==> config.mk <==
export PLATFORM = sky130hd
export DESIGN_NAME = exc_sequencer
export DESIGN_NICKNAME = d
export VERILOG_FILES = /design/src/rtl/exc_sequencer_pkg.sv /design/src/rtl/exc_sequencer_int_pending.sv /design/src/rtl/exc_sequencer.sv
export SDC_FILE = /design/constraint.sdc
export NUM_CORES = 1
export LEC_CHECK = 0
export CAP_MARGIN = 20
export CORE_ASPECT_RATIO = 1.1
export CORE_MARGIN = 10
export CORE_UTILIZATION = 45
export DETAILED_ROUTE_END_ITERATION = 7
export MAX_ROUTING_LAYER = met4
export PLACE_DENSITY_LB_ADDON = 0.1
export SYNTH_ARGS = -nofsm -noshare
export SYNTH_HDL_FRONTEND = slang
export SYNTH_SLANG_ARGS = --single-unit
==> constraint.sdc <==
create_clock -name clk -period 2.6 [get_ports clk]
set_clock_uncertainty 0.2 [all_clocks]
set_input_delay 0.26 -clock clk [delete_from_list [all_inputs] [get_ports clk]]
set_output_delay 0.26 -clock clk [all_outputs]
set_load 0.01 [all_outputs]
==> src/rtl/exc_sequencer_pkg.sv <==
// Shared definitions for the exception sequencer: FSM state encoding,
// MIPS ExcCode constants, default handler/reset PCs and PC step helpers.
package cpu_defs;

    // Sequencer states; one event occupies IDLE (sample) + two more cycles.
    typedef enum logic [1:0] {
        ST_IDLE  = 2'd0,
        ST_ENTER = 2'd1,
        ST_RET   = 2'd2,
        ST_REDIR = 2'd3
    } seq_state_e;

    // Number of hardware interrupt lines seen by SR.IM.
    localparam int INT_LINES = 6;

    // ExcCode values recorded into CP0 Cause.
    localparam logic [4:0] EXC_INT  = 5'd0;
    localparam logic [4:0] EXC_ADEL = 5'd4;
    localparam logic [4:0] EXC_ADES = 5'd5;
    localparam logic [4:0] EXC_RI   = 5'd10;
    localparam logic [4:0] EXC_OV   = 5'd12;

    // Default PCs; the top module exposes these as overridable parameters.
    localparam logic [31:0] DEF_HANDLER_ADDR = 32'h0000_4180;
    localparam logic [31:0] DEF_RESET_PC     = 32'h0000_3000;

    // Next sequential PC, wrapping at 2^32.
    function automatic logic [31:0] pc_next(input logic [31:0] pc);
        return pc + 32'd4;
    endfunction

    // Previous sequential PC (branch owning a delay slot), wrapping at 0.
    function automatic logic [31:0] pc_prev(input logic [31:0] pc);
        return pc - 32'd4;
    endfunction

endpackage

==> src/rtl/exc_sequencer_int_pending.sv <==
// Masked hardware-interrupt reduction: an interrupt is pending when any
// enabled line is high, interrupts are globally enabled and the core is
// not already at exception level.
module int_pending
    import cpu_defs::*;
(
    input  logic [INT_LINES-1:0] hw_int_i,
    input  logic [INT_LINES-1:0] sr_im_i,
    input  logic                 sr_ie_i,
    input  logic                 sr_exl_i,
    output logic                 int_req_o
);

    // Pure combinational reduction; no state.
    assign int_req_o = (|(hw_int_i & sr_im_i)) & sr_ie_i & ~sr_exl_i;

endmodule

==> src/rtl/exc_sequencer.sv <==
// Exception / interrupt / eret sequencer around the CP0 exception bridge.
// In IDLE it samples the M stage and the masked interrupts, picks one event
// (interrupt > exception > eret), then runs a fixed sequence:
//   ENTER (CP0 record pulse + flush) or RET (EXL clear pulse + flush),
//   then REDIR (PC redirect + flush), then back to IDLE.
// Optional feature: define EXC_BD_EN to record delay-slot entries with
// EPC = branch PC and BD = 1; without it m_bd is ignored and cp0_bd is 0.
module exc_sequencer
    import cpu_defs::*;
#(
    parameter logic [31:0] HANDLER_ADDR = DEF_HANDLER_ADDR,
    parameter logic [31:0] RESET_PC     = DEF_RESET_PC
)(
    input  logic        clk,
    input  logic        reset,
    input  logic        m_exc_valid,
    input  logic [4:0]  m_exc_code,
    input  logic [31:0] m_pc,
    input  logic        m_bd,
    input  logic        m_bubble,
    input  logic        m_eret,
    input  logic [5:0]  hw_int,
    input  logic [5:0]  sr_im,
    input  logic        sr_ie,
    input  logic        sr_exl,
    input  logic [31:0] epc_in,
    output logic        cp0_we_exc,
    output logic [4:0]  cp0_exc_code,
    output logic [31:0] cp0_epc,
    output logic        cp0_bd,
    output logic        cp0_exl_clr,
    output logic        flush,
    output logic        redirect_valid,
    output logic [31:0] redirect_pc
);

    // ------------------------------------------------------------------
    // State and registered outputs
    // ------------------------------------------------------------------
    seq_state_e  state_q;
    logic [31:0] last_pc_q;     // PC of the last valid M-stage instruction
    logic [31:0] target_q;      // redirect target captured at the sample edge
    logic        cp0_we_exc_q;
    logic [4:0]  cp0_exc_code_q;
    logic [31:0] cp0_epc_q;
    logic        cp0_bd_q;
    logic        cp0_exl_clr_q;
    logic        flush_q;
    logic        redirect_valid_q;
    logic [31:0] redirect_pc_q;

    // Event decode
    logic        int_req;
    logic        exc_req;
    logic        eret_req;
    logic        enter_req;

    // Values captured for the winning event
    logic [4:0]  ev_code_d;
    logic [31:0] ev_epc_d;
    logic        ev_bd_d;
    logic [31:0] ev_target_d;

    int_pending u_int_pending (
        .hw_int_i  (hw_int),
        .sr_im_i   (sr_im),
        .sr_ie_i   (sr_ie),
        .sr_exl_i  (sr_exl),
        .int_req_o (int_req)
    );

    assign exc_req   = m_exc_valid & ~m_bubble;
    assign eret_req  = m_eret & ~m_bubble & ~m_exc_valid;
    assign enter_req = int_req | exc_req;

`ifndef EXC_BD_EN
    // Delay-slot flag has no effect in this build.
    logic m_bd_unused;
    assign m_bd_unused = m_bd;
`endif

    // Build the code/EPC/BD/target that would be recorded if an event is
    // taken this cycle. An interrupt on a bubble resumes after the last
    // valid instruction; otherwise the M-stage instruction is re-executed.
    always_comb begin
        // NOTE: every signal gets a default first so no path leaves it
        // unassigned, which would otherwise infer a latch.
        ev_code_d   = EXC_INT;
        ev_epc_d    = m_pc;
        ev_bd_d     = 1'b0;
        ev_target_d = HANDLER_ADDR;

        if (m_bubble) begin
            ev_epc_d = pc_next(last_pc_q);
        end
`ifdef EXC_BD_EN
        else if (m_bd) begin
            ev_epc_d = pc_prev(m_pc);
            ev_bd_d  = 1'b1;
        end
`endif

        if (!int_req) begin
            ev_code_d = m_exc_code;
        end
        if (!int_req && !exc_req) begin
            ev_target_d = epc_in;
        end
    end

    // Sequencer FSM with registered outputs; pulses default low each cycle.
    always_ff @(posedge clk) begin
        if (reset) begin
            state_q          <= ST_IDLE;
            last_pc_q        <= pc_prev(RESET_PC);
            target_q         <= '0;
            cp0_we_exc_q     <= 1'b0;
            cp0_exc_code_q   <= '0;
            cp0_epc_q        <= '0;
            cp0_bd_q         <= 1'b0;
            cp0_exl_clr_q    <= 1'b0;
            flush_q          <= 1'b0;
            redirect_valid_q <= 1'b0;
            redirect_pc_q    <= '0;
        end else begin
            // NOTE: non-blocking assignments here so every register sees
            // the pre-edge values; the later case branches override these
            // defaults without creating ordering hazards.
            cp0_we_exc_q     <= 1'b0;
            cp0_exc_code_q   <= '0;
            cp0_epc_q        <= '0;
            cp0_bd_q         <= 1'b0;
            cp0_exl_clr_q    <= 1'b0;
            flush_q          <= 1'b0;
            redirect_valid_q <= 1'b0;
            redirect_pc_q    <= '0;

            case (state_q)
                ST_IDLE: begin
                    if (!m_bubble) begin
                        last_pc_q <= m_pc;
                    end
                    if (enter_req) begin
                        state_q        <= ST_ENTER;
                        target_q       <= ev_target_d;
                        cp0_we_exc_q   <= 1'b1;
                        cp0_exc_code_q <= ev_code_d;
                        cp0_epc_q      <= ev_epc_d;
                        cp0_bd_q       <= ev_bd_d;
                        flush_q        <= 1'b1;
                    end else if (eret_req) begin
                        state_q       <= ST_RET;
                        target_q      <= ev_target_d;
                        cp0_exl_clr_q <= 1'b1;
                        flush_q       <= 1'b1;
                    end
                end

                ST_ENTER, ST_RET: begin
                    state_q          <= ST_REDIR;
                    redirect_valid_q <= 1'b1;
                    redirect_pc_q    <= target_q;
                    flush_q          <= 1'b1;
                end

                ST_REDIR: begin
                    state_q <= ST_IDLE;
                end

                default: begin
                    state_q <= ST_IDLE;
                end
            endcase
        end
    end

    assign cp0_we_exc     = cp0_we_exc_q;
    assign cp0_exc_code   = cp0_exc_code_q;
    assign cp0_epc        = cp0_epc_q;
`ifdef EXC_BD_EN
    assign cp0_bd         = cp0_bd_q;
`else
    logic cp0_bd_q_unused;
    assign cp0_bd_q_unused = cp0_bd_q;
    assign cp0_bd         = 1'b0;
`endif
    assign cp0_exl_clr    = cp0_exl_clr_q;
    assign flush          = flush_q;
    assign redirect_valid = redirect_valid_q;
    assign redirect_pc    = redirect_pc_q;

endmodule

==> results.py, run 1 <==
metrics = {
    "status": {
        "status": "finished, final reports clean",
    },
    "clock_tree": {
        "clock-root-buffer": "clkbuf_16",
        "clk_pin_slew_ns": 0.06,
        "ctsResizeCount": 0,
        "cts_tree": "yes",
        "post_cts_buffers": 0,
        "clk_latency_ns": 0.42,
        "htree_levels": 4,
        "cts.sinks": 139,
        "cts_hold_buf": 0,
        "numCtsBuffers": 17,
        "clk_path_buf_depth": 2,
    },
    "placement": {
        "preCtsSetupSlack_ns": 0.137,
        "port_buffers": 160,
        "post-dp-hpwl_um": 10400,
        "gp_congestion": 0.820,
        "dp.cells": 886,
        "placed_cell_area_mm2": 0.00719,
    },
    "cells_and_area": {
        "fin_nets": 844,
        "fillers": 973,
        "stdcell_area_mm2": 0.00781,
        "finalNonFillerCells": 918,
        "area_growth_pct": 43.7,
        "drive_gt1_share_pct": 10.3,
        "n_antenna_cell": 0,
    },
    "die": {
        "fp-row-count": 42,
        "core-area_mm2": 0.0119,
        "io_pins": 163,
        "die_x_um": 125,
        "die_height_um": 135,
        "start_util_pct": 45.6,
        "dieArea_mm2": 0.0169,
    },
    "logic_synthesis": {
        "synth_edf_count": 0,
        "yosysWarnings": 0,
        "ys_ff_latch": 139,
        "synth_ff_type": "dfxtp_1",
        "seq_area_frac_synth_pct": 51.2,
        "synth_cell_types": 45,
        "syn_area_per_cell_um2": 9.06,
        "synth_nets": 693,
        "async_flop_share_pct": 0,
        "netlist_area_mm2": 0.00544,
        "syn_inst": 600,
    },
    "critical_path": {
        "cpPeakStageDelay_ns": 0.40,
        "cp-startpoint": "last_pc_q[2]",
        "reg2reg_from": "last_pc_q[2]",
        "start_kind": "flip-flop",
        "cp.arrival_ns": 2.22,
        "path_cells": "ha_1 > nand4_1 > nor3_1 > nand4_1 > xor2_1 > a211oi_2",
        "end_kind": "flip-flop",
        "path_class": "flip-flop to flip-flop",
        "worst_path_max_delay_cell": "nor3_1",
        "crit_top_cell": "nand4_1",
        "crit_fanout": 4,
        "required_ns": 2.74,
    },
    "detailed_routing": {
        "drt-total-wl_um": 14500,
        "post-route-drc-count": 0,
        "detail_route.wl_per_cell_um": 15.8,
        "vias": 4650,
        "drt_iter0_drc": 243,
        "drtPass1Iterations": 4,
        "ant_nets": 0,
        "vias_per_cell": 5.07,
    },
    "global_routing": {
        "grt_max_degree": 45,
        "grt_pass1_vias": 4439,
        "grt_pass1_wl_um": 22800,
        "grtUsageTotal_pct": 16.9,
        "grt_overflow": 0,
        "antenna_found_initial": 0,
    },
    "sta": {
        "post-route-worst-setup-slack_ns": 0.522,
        "finalSetupViolCount": 0,
        "fmax_mhz": 481,
        "tightest_slew_ns": 0.637,
        "finalHoldViolations": 0,
        "slew_violations": 0,
        "final.setup.tns_ns": 0,
        "period_share_pct": 79.9,
        "rsz0062_at_grt": "false",
        "relSlewSlack_pct": 57.6,
        "fin_crit_ns": 2.08,
    },
    "pwr": {
        "p_int_uw": 4800,
        "combPwrFrac_pct": 24.8,
        "power_leakage_uw": 0.00293,
        "p_per_area_mw_per_mm2": 890,
        "power_frac_seq_pct": 38.6,
        "switching_share_pct": 31.1,
        "max-vdd-ir-drop_mv": 0.461,
        "p_switching_uw": 2160,
        "clkPwrFrac_pct": 36.6,
    },
    "hold_path": {
        "hold_start": "reset",
        "min_path_type": "input pin to flip-flop",
    },
    "flow_run": {
        "cap_violations": 0,
    },
}
[synthesized netlist by cell type (3+ instances only)]
master / number / area share, %
a21oi_1: 51 / 4.7
and4_1: 3 / 0.48
a211oi_1: 7 / 0.97
and3_1: 5 / 0.58
and2_1: 40 / 4.6
xor2_1: 23 / 3.7
nand3b_1: 10 / 1.4
a211oi_2: 20 / 4.6
nor2_1: 44 / 3.0
mux2i_1: 4 / 0.74
dfxtp_1: 139 / 51
inv_1: 8 / 0.55
nor3_1: 11 / 1.0
ha_1: 4 / 0.92
nand3_1: 39 / 3.6
buf_2: 8 / 0.74
clkbuf_1: 26 / 1.8
buf_4: 4 / 0.55
nand4_1: 14 / 1.6
xnor2_1: 4 / 0.64
nor2b_1: 4 / 0.46
nand2_1: 99 / 6.8
a22oi_1: 4 / 0.55
nand2b_1: 3 / 0.35
[power groups by stage]
stage / registers, uW / clock network [uW] / logic (uW)
finish: 2690 / 2540 / 1720
global route: 2730 / 2680 / 1890
CTS: 2690 / 2590 / 1750
detailed placement: 2730 / 0 / 1740
global placement: 2720 / 0 / 1710
floorplan: 2750 / 0 / 970
[placed cells by master, fill, tap and decap left out, types with 5 or more instances in the layout]
master	synthesis	final
a211oi_2	20	20
clkbuf_16	0	17
nor3_1	11	11
nand3b_1	10	10
inv_6	0	8
nand2_1	99	99
xor2_1	23	23
a21oi_1	51	51
inv_1	8	8
and3_1	5	5
a211oi_1	7	7
buf_4	4	10
nor2_1	44	43
nand4_1	14	14
and2_1	40	40
dfxtp_1	139	139
nand3_1	39	39
clkdlybuf4s50_1	0	158
[final cells by class]
cell class / instances / area [um2] / share of cell area, %
tap: 154 / 193 / 2.47
clock buffer: 17 / 425 / 5.45
timing repair buffer: 174 / 1750 / 22.4
multi-input combinational: 411 / 2440 / 31.2
inverter: 8 / 30.0 / 0.384
sequential: 139 / 2780 / 35.6
clock inverter: 15 / 198 / 2.53
[kinds of logic (layout without fill, tap and decap cells)]
group	count (synthesis)	after routing	synth area share (%)
XOR/XNOR	27	27	4.35
AND/OR/NAND/NOR	281	281	25.7
buffers and inverters	50	214	4.19
flip-flops	139	139	51.2
AO/OA/AOI/OAI	93	93	12.7
other	1	1	0.0690
multiplexers	5	5	0.944
adder cells (fa/ha/maj)	4	4	0.921
[critical path, delay by kind of cell, from the launching register on]
| kind | cells | cell delay, ns |
|---|---|---|
| flip-flops | 1 | 0.38 |
| AND/OR/NAND/NOR | 3 | 0.78 |
| adder cells (fa/ha/maj) | 1 | 0.25 |
| XOR/XNOR | 1 | 0.18 |
| AO/OA/AOI/OAI | 1 | 0.21 |
[state kept, by name (all words and copies together) (netlist names)]
| signal | count |
|---|---|
| state_q | 2 |
| last_pc_q | 32 |
| flush | 1 |
| redirect_valid | 1 |
| cp0_epc | 32 |
| cp0_we_exc | 1 |
| cp0_exc_code | 5 |
| cp0_exl_clr | 1 |
| target_q | 32 |
| redirect_pc | 32 |
[through the flow]
stage	hold WS [ns]	total power, uW	util, %
2_1_floorplan	0.178	3720	-
3_3_place_gp	0.234	4420	60.3
3_5_place_dp	0.240	4470	60.3
4_1_cts	0.133	7030	65.5
5_1_grt	0.159	7290	65.5
6_report	0.149	6950	65.5
[metal layers]
metal | routed length, um | up-vias | track usage, %
li1 | - | 2333 | -
met1 | 6150 | 2171 | 18.2
met2 | 7400 | 129 | 28.9
met3 | 770 | 17 | 5.29
met4 | 214 | 0 | 6.22
met5 | 0 | - | -
[final timing paths]
kind | slack [ns] | depth (start not counted) | end
worst max-delay path | 0.52 | 6 | cp0_epc[16]
worst min-delay path | 0.15 | 2 | last_pc_q[30]
worst max register to register | 0.52 | 6 | cp0_epc[16]
worst min register to register | 0.25 | 2 | target_q[13]
No activity file was read; power rests on OpenSTA's default activity.
==> run 2: changes to the inputs <==
clock period = 2.2 ns   (was 2.6 ns; I/O delays follow)
==> results.py, run 2 (synthesis gave the netlist of run 1 again) <==
metrics = {
    "status": {
        "status": "finished, final reports clean",
    },
    "detailed_routing": {
        "top_layer_used": "met4",
        "wl_met3_um": 703,
        "wl_met1_um": 6010,
        "vias_per_cell": 5.02,
        "drtPass1Iterations": 4,
        "vias": 4701,
        "drt_iter0_drc": 298,
        "ant_nets": 0,
        "drt-total-wl_um": 14700,
        "wl_met2_um": 7830,
        "post-route-drc-count": 0,
        "detail_route.wl_per_cell_um": 15.7,
    },
    "clock_tree": {
        "clock-root-buffer": "clkbuf_16",
        "clk_latency_ns": 0.42,
        "cts.sinks": 139,
        "htree_levels": 4,
        "numCtsBuffers": 17,
        "clk_pin_slew_ns": 0.06,
        "post_cts_buffers": 0,
        "cts_tree": "yes",
        "clk_path_buf_depth": 2,
    },
    "cells_and_area": {
        "regArea_mm2": 0.00278,
        "drive_gt1_share_pct": 12.3,
        "area_growth_pct": 46.1,
        "mostFrequentLayoutCells": "clkdlybuf4s50_1 (158), dfxtp_1 (139), nand2_1 (99)",
        "fin_nets": 864,
        "n_antenna_cell": 0,
        "final_common_cell": "clkdlybuf4s50_1",
        "stdcell_area_mm2": 0.00794,
        "fillers": 968,
        "multi_input_area_mm2": 0.00244,
        "finish.utilization_pct": 66.6,
    },
    "critical_path": {
        "cp.arrival_ns": 2.25,
        "start_kind": "flip-flop",
        "end_kind": "flip-flop",
        "crit_fanout": 4,
        "r2r_slack_ns": 0.1,
        "path_class": "flip-flop to flip-flop",
        "required_ns": 2.35,
    },
    "die": {
        "fp-row-count": 42,
        "start_util_pct": 45.6,
        "die_height_um": 135,
        "dieArea_mm2": 0.0169,
        "io_pins": 163,
        "core-area_mm2": 0.0119,
        "die_x_um": 125,
    },
    "global_routing": {
        "grt_pass1_wl_um": 23400,
        "grtUsageTotal_pct": 17.4,
        "antenna_found_initial": 0,
        "grt_overflow": 0,
        "grt_max_degree": 46,
        "grt_pass1_vias": 4745,
    },
    "pwr": {
        "power_leakage_uw": 0.00301,
        "p_per_area_mw_per_mm2": 1020,
        "max-vdd-ir-drop_mv": 0.653,
    },
    "placement": {
        "gp_congestion": 0.849,
        "port_buffers": 160,
        "post-dp-hpwl_um": 10900,
        "placed_cell_area_mm2": 0.00736,
    },
    "sta": {
        "fin_crit_ns": 2.10,
        "period_share_pct": 95.5,
        "finalSetupViolCount": 0,
        "tightest_slew_ns": 0.553,
        "hold_slack_ns": 0.0679,
        "fmax_mhz": 476,
        "final.setup.tns_ns": 0,
        "rsz0062_at_grt": "false",
        "slew_violations": 0,
        "finalHoldViolations": 0,
        "relSlewSlack_pct": 63.2,
    },
    "hold_path": {
        "min_path_type": "input pin to flip-flop",
    },
    "flow_run": {
        "cap_violations": 0,
    },
}
## run 2: metrics by stage
| step | setup WS (ns) | power (uW) | std cells |
|---|---|---|---|
| 6_report | 0.0982 | 8070 | 937 |
| 5_1_grt | 0.0177 | 8480 | 937 |
| 4_1_cts | 0.00378 | 8140 | 935 |
| 3_5_place_dp | -0.0887 | 5460 | 904 |
| 3_3_place_gp | 0.00245 | 5400 | 904 |
| 2_1_floorplan | 0.399 | 4400 | 600 |
## run 2: power breakdown
part	internal (uW)	leakage [uW]	switching, uW	total, uW
clock network	1600	0.000264	1060	2660
logic	1100	0.00161	1160	2260
registers	2910	0.00113	249	3160
## run 2: layout make-up
type,count,area share (%)
tap,154,2.43
sequential,139,35.0
multi-input combinational,411,30.7
inverter,8,0.378
clock buffer,20,5.75
clock inverter,11,1.23
timing repair buffer,194,24.5
## run 2: what timing repair did
item	in CTS	in global routing
endpoints found under the hold margin	0	1
hold buffers	0	1
endpoints found under the setup margin	0	0
gates resized for setup	0	0
## run 2: layer usage
layer / global-route usage (%) / up-vias
li1: - / 2367
met1: 18.0 / 2200
met2: 31.2 / 121
met3: 4.70 / 13
met4: 6.35 / 0
met5: - / -
## run 2: worst paths after layout
path,end,start,cells past startpoint
worst max-delay path,cp0_epc[16],last_pc_q[3],6
worst min-delay path,last_pc_q[4],m_bubble,4
worst max register to register,cp0_epc[16],last_pc_q[3],6
worst min register to register,target_q[19],target_q[19],2
## run 2: worst max-delay path, cell delays in order (launching register included)
cell      delay (ns)
dfxtp_1         0.39
ha_1            0.26
nand4_1         0.17
nor3_1          0.45
nand4_1         0.17
xor2_1          0.18
a211oi_2        0.21
